### src/rtl/imem_boot_loader.sv
// Boot loader: packs host bytes into little-endian words, strobes them into instruction memory,
// then releases the core. Define LOADER_CHECKSUM_EN to require a trailing 32-bit word-sum check.
module imem_boot_loader #(
    parameter int unsigned NUM_WORDS      = 256,
    parameter int unsigned TIMEOUT_CYCLES = 65536,
    parameter int unsigned DONE_WAIT      = 4,
    localparam int unsigned WCW           = $clog2(NUM_WORDS + 1)
) (
    input  logic           clk,
    input  logic           rst_n,
    input  logic           start,
    input  logic           byte_valid,
    input  logic [7:0]     byte_data,
    output logic           byte_ready,
    output logic           mem_load_en,
    output logic [31:0]    mem_load_inst,
    input  logic           mem_load_done,
    output logic           core_run,
    output logic           busy,
    output logic [WCW-1:0] words_loaded,
    output logic           error
);

    localparam int unsigned TW = $clog2(TIMEOUT_CYCLES + 1);
    localparam int unsigned DW = $clog2(DONE_WAIT + 1);

    typedef enum logic [2:0] {
        StIdle,
        StCollect,
        StWrite,
`ifdef LOADER_CHECKSUM_EN
        StCheck,
`endif
        StDrain,
        StRun,
        StError
    } state_e;

    state_e          state_q, state_d;
    logic [1:0]      byte_idx_q, byte_idx_d;
    logic [23:0]     asm_q, asm_d;
    logic [31:0]     inst_q, inst_d;
    logic [WCW-1:0]  words_q, words_d;
    logic [TW-1:0]   timer_q, timer_d;
    logic [DW-1:0]   drain_q, drain_d;
`ifdef LOADER_CHECKSUM_EN
    logic [31:0]     sum_q, sum_d;
`endif

    logic [31:0]     full_word;
    logic [TW-1:0]   timer_inc;
    logic [DW-1:0]   drain_inc;
    logic            last_byte;
    logic            timeout;
    logic            last_word;

    assign full_word = {byte_data, asm_q};
    assign timer_inc = timer_q + 1'b1;
    assign drain_inc = drain_q + 1'b1;
    assign last_byte = byte_ready && byte_valid && (byte_idx_q == 2'd3);
    assign timeout   = byte_ready && !byte_valid && (timer_inc == TW'(TIMEOUT_CYCLES));
    assign last_word = (words_q == WCW'(NUM_WORDS - 1));

    // Outputs decoded from the current state only.
    always_comb begin
        byte_ready  = 1'b0;
        mem_load_en = 1'b0;
        core_run    = 1'b0;
        busy        = 1'b0;
        error       = 1'b0;
        case (state_q)
            StCollect: begin
                byte_ready = 1'b1;
                busy       = 1'b1;
            end
            StWrite: begin
                mem_load_en = 1'b1;
                busy        = 1'b1;
            end
`ifdef LOADER_CHECKSUM_EN
            StCheck: begin
                byte_ready = 1'b1;
                busy       = 1'b1;
            end
`endif
            StDrain: busy     = 1'b1;
            StRun:   core_run = 1'b1;
            StError: error    = 1'b1;
            default: ;
        endcase
    end

    assign mem_load_inst = inst_q;
    assign words_loaded  = words_q;

    always_comb begin
        state_d    = state_q;
        byte_idx_d = byte_idx_q;
        asm_d      = asm_q;
        inst_d     = inst_q;
        words_d    = words_q;
        timer_d    = timer_q;
        drain_d    = drain_q;
`ifdef LOADER_CHECKSUM_EN
        sum_d      = sum_q;
`endif

        // Byte assembly and the idle timer are shared by COLLECT and CHECK.
        if (byte_ready) begin
            if (byte_valid) begin
                timer_d    = '0;
                byte_idx_d = byte_idx_q + 2'd1;
                case (byte_idx_q)
                    2'd0:    asm_d[7:0]   = byte_data;
                    2'd1:    asm_d[15:8]  = byte_data;
                    2'd2:    asm_d[23:16] = byte_data;
                    default: ;
                endcase
            end else begin
                timer_d = timer_inc;
            end
        end

        case (state_q)
            StIdle: begin
                if (start) begin
                    state_d    = StCollect;
                    byte_idx_d = '0;
                    words_d    = '0;
                    timer_d    = '0;
`ifdef LOADER_CHECKSUM_EN
                    sum_d      = '0;
`endif
                end
            end
            StCollect: begin
                if (mem_load_done) begin
                    state_d = StError;
                end else if (last_byte) begin
                    inst_d  = full_word;
                    state_d = StWrite;
                end else if (timeout) begin
                    state_d = StError;
                end
            end
            StWrite: begin
                words_d = words_q + 1'b1;
`ifdef LOADER_CHECKSUM_EN
                sum_d   = sum_q + inst_q;
`endif
                drain_d = '0;
                // Done before the last word lands means the memory depth disagrees with ours.
                if (mem_load_done) begin
                    state_d = StError;
                end else if (last_word) begin
`ifdef LOADER_CHECKSUM_EN
                    state_d = StCheck;
`else
                    state_d = StDrain;
`endif
                end else begin
                    state_d = StCollect;
                end
            end
`ifdef LOADER_CHECKSUM_EN
            StCheck: begin
                if (last_byte) begin
                    state_d = (full_word == sum_q) ? StDrain : StError;
                end else if (timeout) begin
                    state_d = StError;
                end
            end
`endif
            StDrain: begin
                if (mem_load_done) begin
                    state_d = StRun;
                end else if (drain_inc == DW'(DONE_WAIT)) begin
                    state_d = StError;
                end else begin
                    drain_d = drain_inc;
                end
            end
            StRun:   state_d = StRun;
            // The memory write pointer only rewinds on reset, so the failure is sticky.
            StError: state_d = StError;
            default: state_d = StError;
        endcase
    end

    always_ff @(posedge clk or negedge rst_n) begin
        if (!rst_n) begin
            state_q    <= StIdle;
            byte_idx_q <= '0;
            asm_q      <= '0;
            inst_q     <= '0;
            words_q    <= '0;
            timer_q    <= '0;
            drain_q    <= '0;
`ifdef LOADER_CHECKSUM_EN
            sum_q      <= '0;
`endif
        end else begin
            state_q    <= state_d;
            byte_idx_q <= byte_idx_d;
            asm_q      <= asm_d;
            inst_q     <= inst_d;
            words_q    <= words_d;
            timer_q    <= timer_d;
            drain_q    <= drain_d;
`ifdef LOADER_CHECKSUM_EN
            sum_q      <= sum_d;
`endif
        end
    end

endmodule
### config.mk
export PLATFORM = sky130hd
export DESIGN_NAME = imem_boot_loader
export DESIGN_NICKNAME = d
export VERILOG_FILES = /design/src/rtl/imem_boot_loader.sv
export SDC_FILE = /design/constraint.sdc
export NUM_CORES = 1
export LEC_CHECK = 0
export BUFFER_PORTS_ARGS = -buffer_cell sky130_fd_sc_hd__clkbuf_2
export CELL_PAD_IN_SITES_DETAIL_PLACEMENT = 0
export CELL_PAD_IN_SITES_GLOBAL_PLACEMENT = 1
export CORE_MARGIN = 10
export CORE_UTILIZATION = 40
export DETAILED_ROUTE_END_ITERATION = 10
export PLACE_DENSITY = 0.84
export SYNTH_ARGS = -nofsm -noshare
export SYNTH_HDL_FRONTEND = slang
export SYNTH_SLANG_ARGS = --single-unit
### constraint.sdc
create_clock -name clk -period 5.4 [get_ports clk]
set_input_delay 1.08 -clock clk [delete_from_list [all_inputs] [get_ports clk]]
set_output_delay 1.08 -clock clk [all_outputs]
set_load 0.01 [all_outputs]
[Yosys cells after proc, flatten, opt, wreduce, memory -nomap -nowiden]
Cells that the tools add are included.
Storage, ports and cells
  word-level logic and storage cells: 74
  output and inout bits: 46
  flip-flop bits (word level): 90
  input bits: 13
Operators by class
  multiplexer cells: 27
  reductions and logical operators: 17
  bitwise logic cells: 1
  eq/ne operators: 16
  add/subtract/negate cells: 4
Operators with widths (number)
  two-way mux 17 bit: 4
  two-way mux 3 bit: 9
  case mux 9 bit (2 select lines): 1
  AND reduction 3 bit: 6
  adder 17 x 1 -> 17 bit, second input constant: 1
  equality test 17 bit, second input constant: 1
  case mux 3 bit (5 select lines): 1
  two-way mux 2 bit: 5
  adder 9 x 1 -> 9 bit, second input constant: 1
  equality test 3 bit, second input constant: 3
  equality test 9 x 8 -> 1 bit, second input constant: 1
  two-way mux 9 bit: 1
  equality test 3 x 2 -> 1 bit, second input constant: 2
  inequality test 2 bit, second input constant: 3
  case mux 3 bit (2 select lines): 1
  two-way mux 1 bit: 5
  equality test 2 bit, second input constant: 2
  logical AND 1 bit: 4
  inequality test 4 bit, second input constant: 1
  nonzero test 2 bit: 2
  adder 3 x 1 -> 3 bit, second input constant: 1
  equality test 3 x 1 -> 1 bit, second input constant: 1
  zero test 3 bit: 1
  inequality test 3 bit, second input constant: 1
  other kinds (7): 7

[Longest topological paths before layout]
Gate-level depths: netlist (run 1).
  depth in word-level cells: 8
  depth in mapped cells: 9
  gate-level depth less buffers: 7

[Worst setup path before layout (run 1)]
Ideal clock, no wire load.
  path kind: input port to flip-flop
  start point: in mem_load_done
  end point: reg inst_q[10], in the netlist mem_load_inst[10]
  stages on the path: 3
  library setup time: 0.125 ns
  required time: 5.275 ns
  data arrival time: 2.357 ns
  buffers on the path: 1
  setup slack: 2.918 ns
  cell sequence: nor4_2 > clkbuf_1 > mux2_2
Between the ends
  word-level cells in the longest chain between the ends: 2
Ends and longest elaborated chain
  start: declaration: line 17  | input logic mem_load_done,
  NOT 1 bit (no source line)
  AND reduction 3 bit (no source line)
  end signal: assignment: line 206  | inst_q <= inst_d;
  end: declaration: line 42  | logic [31:0] inst_q, inst_d;
No other way between the ends.
A chain may end at the register's enable or synchronous reset.

[Worst setup path in the final report (run 1)]
  start point: reg state_q[0]
  end point: out byte_ready
Between the ends
  word-level cells in the longest chain between the ends: 2
Ends and longest elaborated chain
  start: declaration: line 39  | state_e state_q, state_d;
  start signal: assignment: line 192  | state_q <= StIdle;
  start signal: assignment: line 203  | state_q <= state_d;
  equality test 3 x 1 -> 1 bit: line 71  | case (state_q)
  two-way mux 1 bit: line 71
  end: declaration: line 14  | output logic byte_ready,
No other way between the ends.

==> results of run 1 <==
power by group through the flow:
stage               clock (mW)  sequential, mW  combinational [mW]
global route             0.511           0.675              0.0322
floorplan                    0           0.688             0.00560
global placement             0           0.688              0.0286
finish                   0.466           0.675              0.0278
detailed placement           0           0.688              0.0292
CTS                      0.482           0.675              0.0292
synth_stat cells, types with 2 or more instances:
cell type / n
a21oi_1: 25
a22oi_1: 2
a2bb2oi_1: 4
a31oi_1: 3
and4_2: 2
buf_2: 2
clkbuf_1: 12
clkbuf_2: 2
clkinv_1: 3
dfrtp_1: 90
ha_1: 9
inv_1: 8
mux2_1: 3
mux2_2: 53
mux2i_1: 7
nand2_1: 27
nand2b_1: 3
nand3_1: 17
nand4_1: 4
nor2_1: 41
nor3_1: 10
o211ai_1: 2
o21ai_0: 17
o22ai_1: 2
o31ai_1: 2
or3_1: 3
or4_1: 3
xnor2_1: 3
worst max path at each step:
stage               cells past startpoint              startpoint                       endpoint  slack (ns)
finish                                  4  state_q[0]$_DFFE_PN0P_                     byte_ready        2.49
detailed placement                      8              byte_valid         state_q[2]$_DFFE_PN0P_        2.32
global placement                        8              byte_valid         state_q[2]$_DFFE_PN0P_        2.40
CTS                                     4  state_q[0]$_DFFE_PN0P_                     byte_ready        2.47
floorplan                               3           mem_load_done  mem_load_inst[10]$_DFFE_PN0P_        2.92
global route                            4  state_q[0]$_DFFE_PN0P_                     byte_ready        2.36
per-layer routing:
metal  GRT usage  wire length, µm  up-vias
met5           0                0        -
met4      0.0331               32        0
met3      0.0395              397        3
met2       0.215             4720       54
met1       0.156             4160     1539
li1            -                -     1479
final cells by class:
class                           instances  area share
Inverter                               11     0.00853
Tap cell                              136      0.0351
Clock buffer                            9      0.0256
Timing Repair Buffer                   62      0.0667
Multi-Input combinational cell        262       0.383
Clock inverter                          7      0.0158
Sequential cell                        90       0.465
logic make-up (layout without fill, tap and decap cells):
kind of cell             after synthesis  after routing  share of synthesized area
AND/OR/NAND/NOR                      120            120                      0.139
flip-flops                            90             90                      0.536
AO/OA/AOI/OAI                         67             67                     0.0997
multiplexers                          63             63                      0.167
buffers and inverters                 28             89                     0.0262
adder cells (fa/ha/maj)                9              9                     0.0268
XOR/XNOR                               3              3                    0.00625
registers in the layout (all words and copies together), names as in the netlist:
signal / cells
asm_q: 24
byte_idx_q: 2
drain_q: 3
mem_load_inst: 32
state_q: 3
timer_q: 17
words_loaded: 9
through the flow:
step	cell area (µm²)	setup WS (ns)
2_1_floorplan	4200	2.92
3_3_place_gp	4640	2.40
3_5_place_dp	4640	2.32
4_1_cts	4840	2.47
5_1_grt	4840	2.36
6_report	4840	2.49
==> flow_metrics.py, run 1 <==
metrics = {
    "status": {
        "status": "finished, final reports clean",
    },
    "power": {
        "p_comb_frac": 0.024,
        "p_leak_nw": 2.41,
        "p_sw_frac": 0.260,
        "power.total_mw": 1.17,
        "power_per_cell_area_mw_per_mm2": 241,
        "ir_drop_mv": 0.131,
        "p_clk_frac": 0.399,
        "total_switching_power_mw": 0.303,
        "power.share.sequential": 0.577,
        "power.internal_mw": 0.865,
    },
    "critical_path": {
        "cp_cell_sequence": "or3b_1 -> buf_4 -> clkinv_1 -> clkbuf_2",
        "worst_r2r_path_depth": 6,
        "critPathCaptureType": "primary output",
        "critical_path_required_ns": 4.32,
        "cp_top_family": "flip-flops",
        "slowest_delay_ns": 0.54,
        "worst_ep_arrival_time_ns": 1.83,
        "worstReg2RegStart": "timer_q[2]$_DFF_PN0_",
        "r2r_end": "state_q[2]$_DFFE_PN0P_",
        "cpMaxStageDelayCell": "dfrtp_1",
        "regToRegSetupSlack_ns": 2.97,
        "start_kind": "flip-flop",
        "crit_buf_inv": 3,
        "crit_type": "reg -> out",
        "cp_max_fo": 35,
    },
    "synthesis": {
        "avgSynthCellArea_um2": 11.1,
        "syn_inst": 380,
        "synth-edff-count": 0,
        "synthFlopType": "dfrtp_1",
        "yosysTopAreaCell": "dfrtp_1",
        "synth_area_leaders": "dfrtp_1 (54%), mux2_2 (14%), nor2_1 (3.7%), a21oi_1 (3.0%), ha_1 (2.7%)",
        "syn_area_mm2": 0.00420,
        "yosysWarningCount": 0,
        "netlist.area_leader.share": 0.536,
        "ys_ff_latch": 90,
        "async_flop_share": 1.00,
        "ys_types": 49,
        "synthesis.nets": 402,
        "synth-seq-area-share": 0.536,
    },
    "route": {
        "num_vias": 3075,
        "drtAntennaViolNets": 0,
        "dr.pass1.iters": 4,
        "drt_first_iter_violations": 207,
        "drc_errors": 0,
        "totalWireLength_mm": 9.31,
        "wl_per_cell_um": 16.1,
        "viasPerCell": 5.33,
    },
    "floorplanning": {
        "pin_count": 59,
        "die_w_um": 123,
        "num_rows": 37,
        "dieArea_mm2": 0.0150,
        "die_height_um": 123,
        "initial_core_util": 0.409,
        "fp.coreArea_mm2": 0.0103,
    },
    "placed_design": {
        "portBuffers": 58,
        "dp_hpwl_mm": 6.59,
        "dp.cells": 561,
        "gp_congestion": 0.810,
    },
    "clocking": {
        "postCtsSetupBuffers": 0,
        "cts_buffer_depth": 2,
        "cts_root_buf": "clkbuf_8",
        "cts_resized": 0,
        "cts_buffers": 9,
        "clk_latency_ns": 0.37,
        "cts_sinks": 90,
        "hold_buffers": 0,
        "cts_tree": "built",
        "htreeDepth": 3,
        "clkTransAtPathRegs_ns": 0.11,
    },
    "cells_and_area": {
        "antenna_cells": 0,
        "final_util": 0.471,
        "drive_gt1_frac": 0.315,
        "finalNetCount": 458,
        "multi_input_comb_area_mm2": 0.00186,
        "layout.cells.non_filler": 577,
        "final_cell_mix": "dfrtp_1 (90), clkbuf_2 (57), mux2_2 (53), nor2_1 (41), nand2_1 (27)",
        "syn_to_final_growth_pct": 15.2,
        "final_common_cell": "dfrtp_1",
        "register_area_mm2": 0.00225,
        "fillers": 972,
    },
    "timing": {
        "max_slew_margin": 0.584,
        "hold_violations": 0,
        "worst_pin_slew_ns": 0.623,
        "fmax_ghz": 0.343,
        "rsz0062_at_grt": "no",
        "timing.final.crit_share": 0.540,
        "whs_ns": 0.501,
        "finalCriticalPeriod_ns": 2.91,
        "skew_ns": 0.0124,
        "setup_viol": 0,
        "tns_ns": 0,
        "slew_viol_final": 0,
    },
    "hold_path": {
        "whs_path_depth": 1,
        "hold_class": "reg -> reg",
        "min_to": "mem_load_inst[25]$_DFFE_PN0P_",
        "hp-start": "mem_load_inst[25]$_DFFE_PN0P_",
    },
    "global_routing": {
        "grt_pass1_wl_mm": 15.5,
        "grt_pass1_vias": 3067,
        "antenna_found_initial": 0,
        "grt_max_degree": 51,
        "gr-total-overflow": 0,
        "grt.total_usage": 0.128,
    },
    "job": {
        "maxCapViolations": 0,
    },
}
Power figures use the tool's default switching activity.
==> inputs of run 2 (changes only) <==
--- a/config.mk
+++ b/config.mk
@@ -11,7 +11,7 @@
 export CORE_MARGIN = 10
 export CORE_UTILIZATION = 40
 export DETAILED_ROUTE_END_ITERATION = 10
-export PLACE_DENSITY = 0.84
+export PLACE_DENSITY = 0.86
 export SYNTH_ARGS = -nofsm -noshare
 export SYNTH_HDL_FRONTEND = slang
 export SYNTH_SLANG_ARGS = --single-unit
==> constraint.sdc (replaced) <==
create_clock -name clk -period 2.61 [get_ports clk]
set_input_delay 0.522 -clock clk [delete_from_list [all_inputs] [get_ports clk]]
set_output_delay 0.522 -clock clk [all_outputs]
set_load 0.01 [all_outputs]
==> run 2 against run 1 <==
  * Hold slack lost 0.36 ns
  * Global-route usage is essentially flat
  * First-iteration DRC count shrank 34%
  * Via count shrank 0.81%
  * Combinational power grew 120%
  * Sequential share of layout area shrank 0.33 points
  * Sequential power grew 110%
  * Cell area grew 0.72%
  * Critical path depth grew 2
==> flow_metrics.py, run 2 (synthesis gave the netlist of run 1 again) <==
metrics = {
    "floorplanning": {
        "dieArea_mm2": 0.0150,
        "num_rows": 37,
        "die_height_um": 123,
        "pin_count": 59,
        "fp.coreArea_mm2": 0.0103,
        "die_w_um": 123,
        "initial_core_util": 0.409,
    },
    "cells_and_area": {
        "finalNetCount": 460,
        "final_util": 0.475,
        "syn_to_final_growth_pct": 16.0,
        "antenna_cells": 0,
        "multi_input_comb_area_mm2": 0.00186,
        "fillers": 1000,
        "drive_gt1_frac": 0.318,
        "final_common_cell": "dfrtp_1",
        "final_cell_mix": "dfrtp_1 (90), clkbuf_2 (57), mux2_2 (53), nor2_1 (41), nand2_1 (27)",
        "largest_reg_flops": 32,
        "register_area_mm2": 0.00225,
    },
    "timing": {
        "tns_ns": 0,
        "skew_ns": 0.0131,
        "timing.final.crit_share": 0.914,
        "max_slew_margin": 0.619,
        "whs_ns": 0.146,
        "rsz0062_at_grt": "no",
        "worst_pin_slew_ns": 0.571,
        "fmax_ghz": 0.419,
        "setup_viol": 0,
        "hold_violations": 0,
        "slew_viol_final": 0,
        "finalCriticalPeriod_ns": 2.38,
    },
    "critical_path": {
        "cp_cell_sequence": "nand4_2 -> or3_1 -> or3_1 -> a2111oi_2 -> a21oi_1 -> o31ai_2",
        "critical_path_required_ns": 2.88,
        "worst_r2r_path_depth": 6,
        "cp_top_family": "simple AND/OR/NAND/NOR gates",
        "cpMaxStageDelayCell": "dfrtp_1",
        "r2r_end": "state_q[2]$_DFFE_PN0P_",
        "crit_buf_inv": 0,
        "start_kind": "flip-flop",
        "worstReg2RegStart": "timer_q[3]$_DFF_PN0_",
        "slowest_delay_ns": 0.50,
        "crit_path_frequent_cell": "or3_1",
        "regToRegSetupSlack_ns": 0.23,
        "cp_max_fo": 8,
        "worst_ep_arrival_time_ns": 2.65,
        "crit_type": "reg -> reg",
        "critPathCaptureType": "flip-flop",
    },
    "clocking": {
        "clkTransAtPathRegs_ns": 0.10,
        "cts_sinks": 90,
        "cts_buffer_depth": 2,
        "postCtsSetupBuffers": 0,
        "cts_resized": 0,
        "hold_buffers": 0,
        "cts_tree": "built",
        "cts_root_buf": "clkbuf_8",
        "cts_buffers": 9,
        "htreeDepth": 3,
        "clk_latency_ns": 0.36,
    },
    "job": {
        "maxCapViolations": 0,
    },
    "route": {
        "totalWireLength_mm": 9.10,
        "drc_errors": 0,
        "dr.pass1.iters": 4,
        "drtAntennaViolNets": 0,
        "num_vias": 3050,
        "viasPerCell": 5.27,
        "wl_per_cell_um": 15.7,
        "drt_first_iter_violations": 137,
    },
    "power": {
        "total_switching_power_mw": 0.590,
        "p_clk_frac": 0.386,
        "power.share.sequential": 0.588,
        "p_leak_nw": 2.42,
        "p_sw_frac": 0.249,
        "ir_drop_mv": 0.245,
        "power_per_cell_area_mw_per_mm2": 486,
        "power.internal_mw": 1.78,
        "p_comb_frac": 0.026,
    },
    "global_routing": {
        "antenna_found_initial": 0,
        "grt_pass1_wl_mm": 15.6,
        "grt_pass1_vias": 3118,
        "grt_max_degree": 48,
        "grt.total_usage": 0.127,
        "gr-total-overflow": 0,
    },
    "placed_design": {
        "gp_congestion": 0.788,
        "portBuffers": 58,
        "dp_hpwl_mm": 6.53,
    },
    "hold_path": {
        "hold_class": "in -> async",
    },
    "status": {
        "status": "finished, final reports clean",
    },
}
==> run 2: final cells by class <==
cell class / count / share of cell area
Sequential cell: 90 / 0.462
Multi-Input combinational cell: 262 / 0.380
Timing Repair Buffer: 64 / 0.0744
Tap cell: 136 / 0.0349
Clock buffer: 9 / 0.0254
Clock inverter: 7 / 0.0146
Inverter: 11 / 0.00847
==> run 2: worst max path at each step <==
| stage | slack [ns] | startpoint | cells after the start | to |
|---|---|---|---|---|
| after floorplan | 0.47 | timer_q[0]$_DFF_PN0_ | 7 | state_q[2]$_DFFE_PN0P_ |
| after global placement | 0.34 | timer_q[2]$_DFF_PN0_ | 6 | state_q[2]$_DFFE_PN0P_ |
| after detailed placement | 0.30 | timer_q[2]$_DFF_PN0_ | 6 | state_q[2]$_DFFE_PN0P_ |
| after CTS | 0.22 | state_q[0]$_DFFE_PN0P_ | 3 | byte_ready |
| after global routing | 0.04 | timer_q[3]$_DFF_PN0_ | 6 | state_q[2]$_DFFE_PN0P_ |
| final | 0.23 | timer_q[3]$_DFF_PN0_ | 6 | state_q[2]$_DFFE_PN0P_ |
==> run 2: power groups by stage <==
stage	Combinational [mW]	Clock, mW	Sequential, mW
3_5_place_dp	0.0646	0	1.42
4_1_cts	0.0651	0.943	1.40
6_report	0.0617	0.915	1.40
3_3_place_gp	0.0634	0	1.42
2_1_floorplan	0.0116	0	1.42
5_1_grt	0.0712	1.01	1.40
==> run 2: routing by layer <==
layer / track usage / wire length, µm
met2: 0.210 / 4550
met3: 0.0303 / 352
met5: 0 / 0
met1: 0.161 / 4070
met4: 0.0434 / 116
==> run 2: metrics by stage <==
step	area, µm²	total power [mW]	std cells	worst slack (ns)
2_1_floorplan	4200	1.43	380	0.467
3_3_place_gp	4680	1.49	563	0.344
3_5_place_dp	4680	1.49	563	0.305
4_1_cts	4880	2.40	579	0.223
5_1_grt	4880	2.47	579	0.0356
6_report	4880	2.37	579	0.225
==> inputs of run 3 (changes only) <==
--- a/config.mk
+++ b/config.mk
@@ -5,7 +5,8 @@
 export SDC_FILE = /design/constraint.sdc
 export NUM_CORES = 1
 export LEC_CHECK = 0
-export BUFFER_PORTS_ARGS = -buffer_cell sky130_fd_sc_hd__clkbuf_2
+export BUFFER_PORTS_ARGS = -buffer_cell sky130_fd_sc_hd__buf_2
+export CAP_MARGIN = 20
 export CELL_PAD_IN_SITES_DETAIL_PLACEMENT = 0
 export CELL_PAD_IN_SITES_GLOBAL_PLACEMENT = 1
 export CORE_MARGIN = 10
==> run 3 against run 2 <==
  * Critical path depth is 3 lower
  * Maximum frequency fell by 1.9%
  * Cell area increased by 0.56%
  * Via count grew 0.59%
  * Global-route usage up 0.31 points
  * Hold slack better by 0.029 ns
  * Core utilization is 0.27 points higher
  * Critical endpoint is now byte_ready
==> flow_metrics.py, run 3 (synthesis gave the netlist of run 1 again) <==
metrics = {
    "status": {
        "status": "finished, final reports clean",
    },
    "global_routing": {
        "met3_usage": 0.0308,
        "grt_pass1_wl_mm": 15.8,
        "use_met1": 0.165,
        "grt_max_degree": 51,
        "antenna_found_initial": 0,
        "gr-total-overflow": 0,
        "grt_pass1_vias": 3166,
        "gr-max-usage-layer": "met2",
        "use_met2": 0.212,
        "grt.total_usage": 0.130,
    },
    "job": {
        "maxCapViolations": 0,
    },
    "critical_path": {
        "worst_ep_arrival_time_ns": 1.91,
        "critPathLaunch": "state_q[0]$_DFFE_PN0P_",
        "cp_top_family": "simple AND/OR/NAND/NOR gates",
        "crit_type": "reg -> out",
        "critical_path_required_ns": 2.09,
        "start_kind": "flip-flop",
        "worstReg2RegStart": "timer_q[0]$_DFF_PN0_",
        "cpMaxStageDelayCell": "or3b_2",
        "cp_max_fo": 20,
        "slowest_delay_ns": 0.67,
        "crit_buf_inv": 2,
        "cp_cell_sequence": "or3b_2 -> clkinv_1 -> buf_2",
        "critPathCaptureType": "primary output",
    },
    "timing": {
        "tns_ns": 0,
        "finalCriticalPeriod_ns": 2.43,
        "worst_pin_slew_ns": 0.636,
        "hold_violations": 0,
        "skew_ns": 0.00989,
        "setup_viol": 0,
        "max_slew_margin": 0.576,
        "timing.final.crit_share": 0.931,
        "slew_viol_final": 0,
        "fmax_ghz": 0.412,
        "rsz0062_at_grt": "no",
    },
    "floorplanning": {
        "pin_count": 59,
        "die_height_um": 123,
        "dieArea_mm2": 0.0150,
        "num_rows": 37,
        "fp.coreArea_mm2": 0.0103,
        "initial_core_util": 0.409,
        "die_w_um": 123,
    },
    "power": {
        "ir_drop_mv": 0.252,
        "power_per_cell_area_mw_per_mm2": 519,
        "p_leak_nw": 2.46,
    },
    "route": {
        "totalWireLength_mm": 9.38,
        "drc_errors": 0,
        "drt_first_iter_violations": 160,
        "drtAntennaViolNets": 0,
        "dr.pass1.iters": 4,
        "viasPerCell": 5.27,
        "wl_per_cell_um": 16.1,
        "num_vias": 3068,
    },
    "cells_and_area": {
        "final_util": 0.477,
        "largest_reg_flops": 32,
        "finalNetCount": 463,
        "final_common_cell": "dfrtp_1",
        "syn_to_final_growth_pct": 16.7,
        "antenna_cells": 0,
        "final_cell_mix": "dfrtp_1 (90), buf_2 (57), mux2_2 (53), nor2_1 (41), nand2_1 (27)",
        "drive_gt1_frac": 0.323,
        "fillers": 972,
    },
    "clocking": {
        "cts_sinks": 90,
        "cts_root_buf": "clkbuf_8",
        "postCtsSetupBuffers": 0,
        "hold_buffers": 0,
        "cts_tree": "built",
        "cts_buffers": 9,
        "htreeDepth": 3,
        "clk_latency_ns": 0.37,
        "clkTransAtPathRegs_ns": 0.09,
        "cts_buffer_depth": 2,
    },
    "placed_design": {
        "gp_congestion": 0.801,
        "portBuffers": 58,
        "dp_hpwl_mm": 6.65,
    },
    "hold_path": {
        "hold_class": "in -> async",
    },
}
## run 3: final timing paths
| path | to | slack, ns | depth (start not counted) |
|---|---|---|---|
| worst max-delay path | byte_ready | 0.18 | 3 |
| min in group clk | mem_load_inst[27]$_DFFE_PN0P_ | 0.42 | 2 |
| worst max register to register | state_q[2]$_DFFE_PN0P_ | 0.25 | 7 |
| max in group asynchronous | timer_q[1]$_DFF_PN0_ | 1.77 | 2 |
| worst min register to register | mem_load_inst[25]$_DFFE_PN0P_ | 0.49 | 1 |
| worst min-delay path | words_loaded[4]$_DFFE_PN0P_ | 0.17 | 1 |
## run 3: through the flow
step / setup slack (ns) / total power [mW] / std cells / hold WS [ns] / cell area [µm²]
global placement: 0.317 / 1.49 / 566 / 0.464 / 4680
CTS: 0.0940 / 2.58 / 582 / 0.185 / 4900
finish: 0.180 / 2.55 / 582 / 0.174 / 4900
detailed placement: 0.281 / 1.49 / 566 / 0.474 / 4680
global route: 0.0536 / 2.64 / 582 / 0.203 / 4900
floorplan: 0.467 / 1.43 / 380 / 0.226 / 4200
## run 3: area by class of cell
type	count	area, µm²	area share
clock buffers	10	128	0.0260
repair buffers	67	360	0.0735
multi-input cells	262	1860	0.379
clock inverters	6	96.3	0.0196
inverters	11	41.3	0.00842
flip-flops and latches	90	2250	0.459
well taps	136	170	0.0347
## run 3: timing repair
action / 4_1_cts / 5_1_grt
setup endpoints to repair: 0 / 2
resized for setup: 0 / 2
endpoints found under the hold margin: 0 / 0
## run 3: layer usage
| layer | vias to the layer above | wire length [µm] |
|---|---|---|
| li1 | 1486 | - |
| met1 | 1528 | 4450 |
| met2 | 45 | 4550 |
| met3 | 9 | 245 |
| met4 | 0 | 131 |
| met5 | - | 0 |
## run 3: report_power, final
part / switching, mW / total [mW] / leakage, nW / internal [mW]
registers: 0.00164 / 1.40 / 1.11 / 1.39
logic: 0.0466 / 0.0628 / 1.24 / 0.0163
clock network: 0.534 / 1.09 / 0.109 / 0.554
total: 0.582 / 2.55 / 2.46 / 1.96
